==> src/rtl/ram_rmw_ctrl.sv <==
// CPU load/store front-end for a 32-bit word RAM: accepts byte/half/word requests,
// performs read-modify-write for sub-word stores and returns one response per request.
module ram_rmw_ctrl #(
  parameter int unsigned DEPTH = 4096
) (
  input  logic        clk,
  input  logic        rst,
  input  logic        req_i,
  output logic        ready_o,
  input  logic        we_i,
  input  logic [1:0]  size_i,
  input  logic [31:0] addr_i,
  input  logic [31:0] wdata_i,
  output logic        rsp_valid_o,
  output logic [31:0] rdata_o,
  output logic        err_o,
  output logic        ram_we_o,
  output logic [31:0] ram_addr_o,
  output logic [31:0] ram_data_o,
  input  logic [31:0] ram_data_i
);

  localparam int unsigned DW     = 32;
  localparam int unsigned WIDX_W = 30;
  localparam logic [WIDX_W-1:0] LP_DEPTH = WIDX_W'(DEPTH);

  localparam logic [1:0] SZ_BYTE = 2'b00;
  localparam logic [1:0] SZ_HALF = 2'b01;
  localparam logic [1:0] SZ_WORD = 2'b10;

  typedef enum logic [1:0] {
    S_IDLE  = 2'd0,
    S_READ  = 2'd1,
    S_WRITE = 2'd2,
    S_RESP  = 2'd3
  } state_t;

  state_t r_state;
  state_t w_next;

  logic          r_we;
  logic [1:0]    r_size;
  logic [31:0]   r_addr;
  logic [DW-1:0] r_wdata;
  logic          r_err;

  logic          r_ready;
  logic          r_rsp_valid;
  logic [DW-1:0] r_rdata;
  logic          r_err_o;
  logic          r_ram_we;
  logic [31:0]   r_ram_addr;
  logic [DW-1:0] r_ram_data;

  logic          w_accept;
  logic          w_req_err;
  logic          w_err_sel;
  logic [DW-1:0] w_merged;
  logic [DW-1:0] w_lane;
  logic [31:0]   w_word_addr;
  logic [DW-1:0] w_ram_data_nxt;
  logic [31:0]   w_ram_addr_nxt;
  logic [DW-1:0] w_rdata_nxt;

  assign w_accept = req_i & r_ready;

  // Request legality, evaluated on the raw inputs in the accept cycle
  always_comb begin
    w_req_err = 1'b0;
    if (size_i == 2'b11)                              w_req_err = 1'b1;
    if ((size_i == SZ_HALF) && addr_i[0])             w_req_err = 1'b1;
    if ((size_i == SZ_WORD) && (addr_i[1:0] != 2'b00)) w_req_err = 1'b1;
    if (addr_i[31:2] >= LP_DEPTH)                     w_req_err = 1'b1;
  end

  always_comb begin
    w_next = r_state;
    case (r_state)
      S_IDLE: begin
        if (w_accept) begin
          if (w_req_err)                 w_next = S_RESP;
          else if (!we_i)                w_next = S_READ;
          else if (size_i == SZ_WORD)    w_next = S_WRITE;
          else                           w_next = S_READ;
        end
      end
      S_READ:  w_next = r_we ? S_WRITE : S_RESP;
      S_WRITE: w_next = S_RESP;
      S_RESP:  w_next = S_IDLE;
      default: w_next = S_IDLE;
    endcase
  end

  always_ff @(posedge clk or posedge rst) begin
    if (rst) r_state <= S_IDLE;
    else     r_state <= w_next;
  end

  // Held request, captured only on a handshake
  always_ff @(posedge clk or posedge rst) begin
    if (rst) begin
      r_we    <= 1'b0;
      r_size  <= 2'b00;
      r_addr  <= 32'd0;
      r_wdata <= '0;
      r_err   <= 1'b0;
    end else if (w_accept) begin
      r_we    <= we_i;
      r_size  <= size_i;
      r_addr  <= addr_i;
      r_wdata <= wdata_i;
      r_err   <= w_req_err;
    end
  end

  // Sub-word store: replace only the addressed lane of the word just read
  always_comb begin
    w_merged = ram_data_i;
    case (r_size)
      SZ_BYTE: begin
        case (r_addr[1:0])
          2'd0:    w_merged[7:0]   = r_wdata[7:0];
          2'd1:    w_merged[15:8]  = r_wdata[7:0];
          2'd2:    w_merged[23:16] = r_wdata[7:0];
          default: w_merged[31:24] = r_wdata[7:0];
        endcase
      end
      SZ_HALF: begin
        if (r_addr[1]) w_merged[31:16] = r_wdata[15:0];
        else           w_merged[15:0]  = r_wdata[15:0];
      end
      default: w_merged = r_wdata;
    endcase
  end

  // Load: right-align the addressed lane, zero-extended
  always_comb begin
    w_lane = '0;
    case (r_size)
      SZ_BYTE: begin
        case (r_addr[1:0])
          2'd0:    w_lane = {24'd0, ram_data_i[7:0]};
          2'd1:    w_lane = {24'd0, ram_data_i[15:8]};
          2'd2:    w_lane = {24'd0, ram_data_i[23:16]};
          default: w_lane = {24'd0, ram_data_i[31:24]};
        endcase
      end
      SZ_HALF: begin
        if (r_addr[1]) w_lane = {16'd0, ram_data_i[31:16]};
        else           w_lane = {16'd0, ram_data_i[15:0]};
      end
      default: w_lane = ram_data_i;
    endcase
  end

  // Outputs are registered from the next state; accept-cycle values come from the inputs
  always_comb begin
    w_err_sel      = (r_state == S_IDLE) ? w_req_err : r_err;
    w_word_addr    = (r_state == S_IDLE) ? {addr_i[31:2], 2'b00} : {r_addr[31:2], 2'b00};
    w_ram_addr_nxt = 32'd0;
    w_ram_data_nxt = '0;
    w_rdata_nxt    = '0;
    if ((w_next == S_READ) || (w_next == S_WRITE)) w_ram_addr_nxt = w_word_addr;
    if (w_next == S_WRITE) w_ram_data_nxt = (r_state == S_IDLE) ? wdata_i : w_merged;
    if ((w_next == S_RESP) && (r_state == S_READ)) w_rdata_nxt = w_lane;
  end

  always_ff @(posedge clk or posedge rst) begin
    if (rst) begin
      r_ready     <= 1'b1;
      r_rsp_valid <= 1'b0;
      r_rdata     <= '0;
      r_err_o     <= 1'b0;
      r_ram_we    <= 1'b0;
      r_ram_addr  <= 32'd0;
      r_ram_data  <= '0;
    end else begin
      r_ready     <= (w_next == S_IDLE);
      r_rsp_valid <= (w_next == S_RESP);
      r_rdata     <= w_rdata_nxt;
      r_err_o     <= (w_next == S_RESP) & w_err_sel;
      r_ram_we    <= (w_next == S_WRITE);
      r_ram_addr  <= w_ram_addr_nxt;
      r_ram_data  <= w_ram_data_nxt;
    end
  end

  assign ready_o     = r_ready;
  assign rsp_valid_o = r_rsp_valid;
  assign rdata_o     = r_rdata;
  assign err_o       = r_err_o;
  assign ram_we_o    = r_ram_we;
  assign ram_addr_o  = r_ram_addr;
  assign ram_data_o  = r_ram_data;

endmodule

==> config.mk <==
export PLATFORM = sky130hd
export DESIGN_NAME = ram_rmw_ctrl
export DESIGN_NICKNAME = d
export VERILOG_FILES = /design/src/rtl/ram_rmw_ctrl.sv
export SDC_FILE = /design/constraint.sdc
export NUM_CORES = 1
export LEC_CHECK = 0
export BUFFER_PORTS_ARGS = -buffer_cell sky130_fd_sc_hd__buf_2
export CAP_MARGIN = 10
export CORE_MARGIN = 5
export CORE_UTILIZATION = 44
export DETAILED_ROUTE_END_ITERATION = 10
export PLACE_DENSITY = 0.69
export REMOVE_ABC_BUFFERS = 1
export SYNTH_ARGS = -nofsm -noshare
export SYNTH_HDL_FRONTEND = slang
export SYNTH_SLANG_ARGS = --single-unit
==> constraint.sdc <==
create_clock -name clk -period 12.37 [get_ports clk]
set_input_delay 0.6185 -clock clk [delete_from_list [all_inputs] [get_ports clk]]
set_output_delay 0.6185 -clock clk [all_outputs]
set_load 0.005 [all_outputs]
==> metrics.cfg <==
[logic_synthesis]
syn_inst=596
synth_seq_cells=168
yosys_warnings=0
async_flop_share_pct=100.0
synth_area_um2=7415
yosys_most_used_dff=dfrtp_1
syn_avg_cell_area_um2=12.44
synth_seq_area_share_pct=56.72
synth_edf_count=0
yosysUniqueCellTypes=48

[global_routing]
grt_max_degree=111
grt_pass1_vias=6042
antenna_found_initial=2
grt_util_all_layers_pct=21.36
grt_pass1_wl_um=32870
global_route.overflow_total=0

[routing]
final_antenna_net_count=0
via_per_inst=5.555
drc_errors=0
dr.pass1.iters=4
drt_wl_total_um=20720
drt-initial-drc-count=414
wl_per_cell_um=20.54
vias=5605

[run]
drv_cap=0

[pwr]
power_density_nw_per_um2=270.2
peakVddDrop_uv=162.8
p_leak_nw=4.392

[setup_path]
start_kind=register
r2r_start=r_state[1]
r2r_setup_slack_ps=8590
reg2regPathDepth=10
crit_fanout=34
cp.required_ps=12730
crit_type=reg2reg
r2r-end=rdata_o[8]
crit_arrival_ps=4140
end_kind=register

[timing]
hold_viol=0
period_share_pct=30.54
slew_headroom_pct=31.99
finalClockSkew_ps=7.418
setup_viol_count_final=0
finalMaxSlewViolations=0
rsz0062_at_grt=false
fin_crit_ps=3778
fin_setup_tns_ps=0
max_clock_freq_mhz=264.7
worst_pin_slew_ps=1018
worst_hold_slack_ps=419.7

[floorplan]
chipHeight_um=139.8
die_x_um=139.8
start_util_pct=44.71
io_pins=202
rows=47
core-area_um2=16580
die_area_um2=19550

[final_layout]
ff_latch_area_um2=4205
drive_gt1_share_pct=41.12
num-nets-final=883
fillerInstances=1451
areaGrowthSynthToFinish_pct=22.44
multiInputGateArea_um2=2960
layout_common_cells=buf_2 (199), dfrtp_1 (167), mux2_2 (72), mux2i_1 (46), nor2b_1 (40)
utilization_pct=54.75
final_common_cell=buf_2

[clock_tree]
cts_made_buffers=17
cts_htree_levels=4
cts_resized=0
clockBufferDepth=2
cts.clk_slew.worst_paths_ps=70
cts_tree=yes
postCtsSetupRepairBufs=0
ctsHoldBuffers=0
clk_latency_ps=430
root_buffer=clkbuf_16
cts_num_sinks=168

[placed_design]
port_buffers=199
dp_hpwl_um=14370
gp_congestion=0.7934

[outcome]
status=complete, no violations

[min_path]
hp-class=in2async

==> layout make-up <==
cell class | instances | share of cell area (%)
Timing Repair Buffer | 204 | 11.38
Multi-Input combinational cell | 377 | 32.61
Sequential cell | 168 | 46.32
Clock inverter | 10 | 1.061
Clock buffer | 22 | 5.223
Tap cell | 220 | 3.032
Antenna cell | 1 | 0.02756
Inverter | 7 | 0.3445
==> per-stage QoR <==
| step | power [mW] | instance area (µm²) | std cells | setup WS, ps |
|---|---|---|---|---|
| 3_3_place_gp | 1.902 | 8506 | 976 | 8908 |
| 5_1_grt | 2.619 | 9076 | 1008 | 8347 |
| 4_1_cts | 2.465 | 9076 | 1008 | 8586 |
| 2_1_floorplan | 1.587 | 7188 | 552 | 7206 |
| 6_report | 2.453 | 9079 | 1009 | 8592 |
| 3_5_place_dp | 1.948 | 8506 | 976 | 8658 |
==> cell usage after synthesis, types with 3 or more instances <==
cell type	count	area (µm²)
mux2i_1	46	460.4
clkbuf_1	19	71.32
and3_1	9	56.30
o31a_1	8	70.07
nand3_1	9	45.04
a22o_1	8	70.07
o31ai_1	8	60.06
a21oi_1	27	135.1
buf_2	19	95.09
mux2_2	72	810.8
buf_4	3	22.52
a22oi_1	7	52.55
dfrtp_1	167	4179
nor2b_1	40	250.2
a221oi_1	15	131.4
o21ai_0	30	150.1
ha_1	6	75.07
and2_1	20	125.1
a211oi_1	8	60.06
nor4_1	5	31.28
nand2_1	24	90.09
nor2_1	5	18.77
inv_1	6	22.52
o221a_2	8	90.09
==> where the power goes <==
group | switching, mW | leakage (nW) | internal [mW]
clock network | 0.218 | 0.268 | 0.293
logic | 0.559 | 1.99 | 0.480
registers | 0.135 | 2.14 | 0.768
==> state kept, by name, summed over array words and instances (netlist names) <==
signal	flops
r_size	2
ram_data_o	32
r_state	2
r_addr	32
ready_o	1
r_we	1
ram_addr_o	30
ram_we_o	1
err_o	1
rdata_o	32
rsp_valid_o	1
r_wdata	32
r_err	1
==> layer usage <==
layer  GRT usage [%]  share of wire, %  routed length (µm)  up-vias
met4           7.802               2.7                 553        2
li1                -                 -                   -     2514
met5               0             0.063                  13        -
met3           8.130               9.9                2046       43
met2           34.11                47                9769      288
met1           26.56                40                8338     2758
==> worst max-delay path by stage <==
stage	startpoint	to
3_3_place_gp	r_state[1]	rdata_o[14]
3_5_place_dp	r_state[1]	rdata_o[15]
5_1_grt	r_state[0]	rdata_o[8]
4_1_cts	r_state[1]	rdata_o[8]
2_1_floorplan	rst	err_o
6_report	r_state[1]	rdata_o[8]
==> worst max-delay path, cell delays in order, from the launching register on <==
cell     delay (ps)
dfrtp_1         380
inv_1           110
ha_2            670
buf_4           570
nor2_1          110
a31o_2          250
a41oi_1         290
ha_1            290
and2_1          430
and2_1          360
a22o_1          240
==> cells by family (layout without fill, tap and decap cells) <==
kind of cell / after synthesis / count (layout) / synth area share [%]
DFF: 168 / 168 / 56.72
AOI/OAI and AO/OA: 131 / 131 / 12.47
and+or+nand+nor: 120 / 120 / 9.146
muxes: 118 / 118 / 17.14
buffers and inverters: 52 / 243 / 3.459
adders and majority gates: 6 / 6 / 1.012
other: 1 / 3 / 0.05058
(Power assumes the default switching activity.)
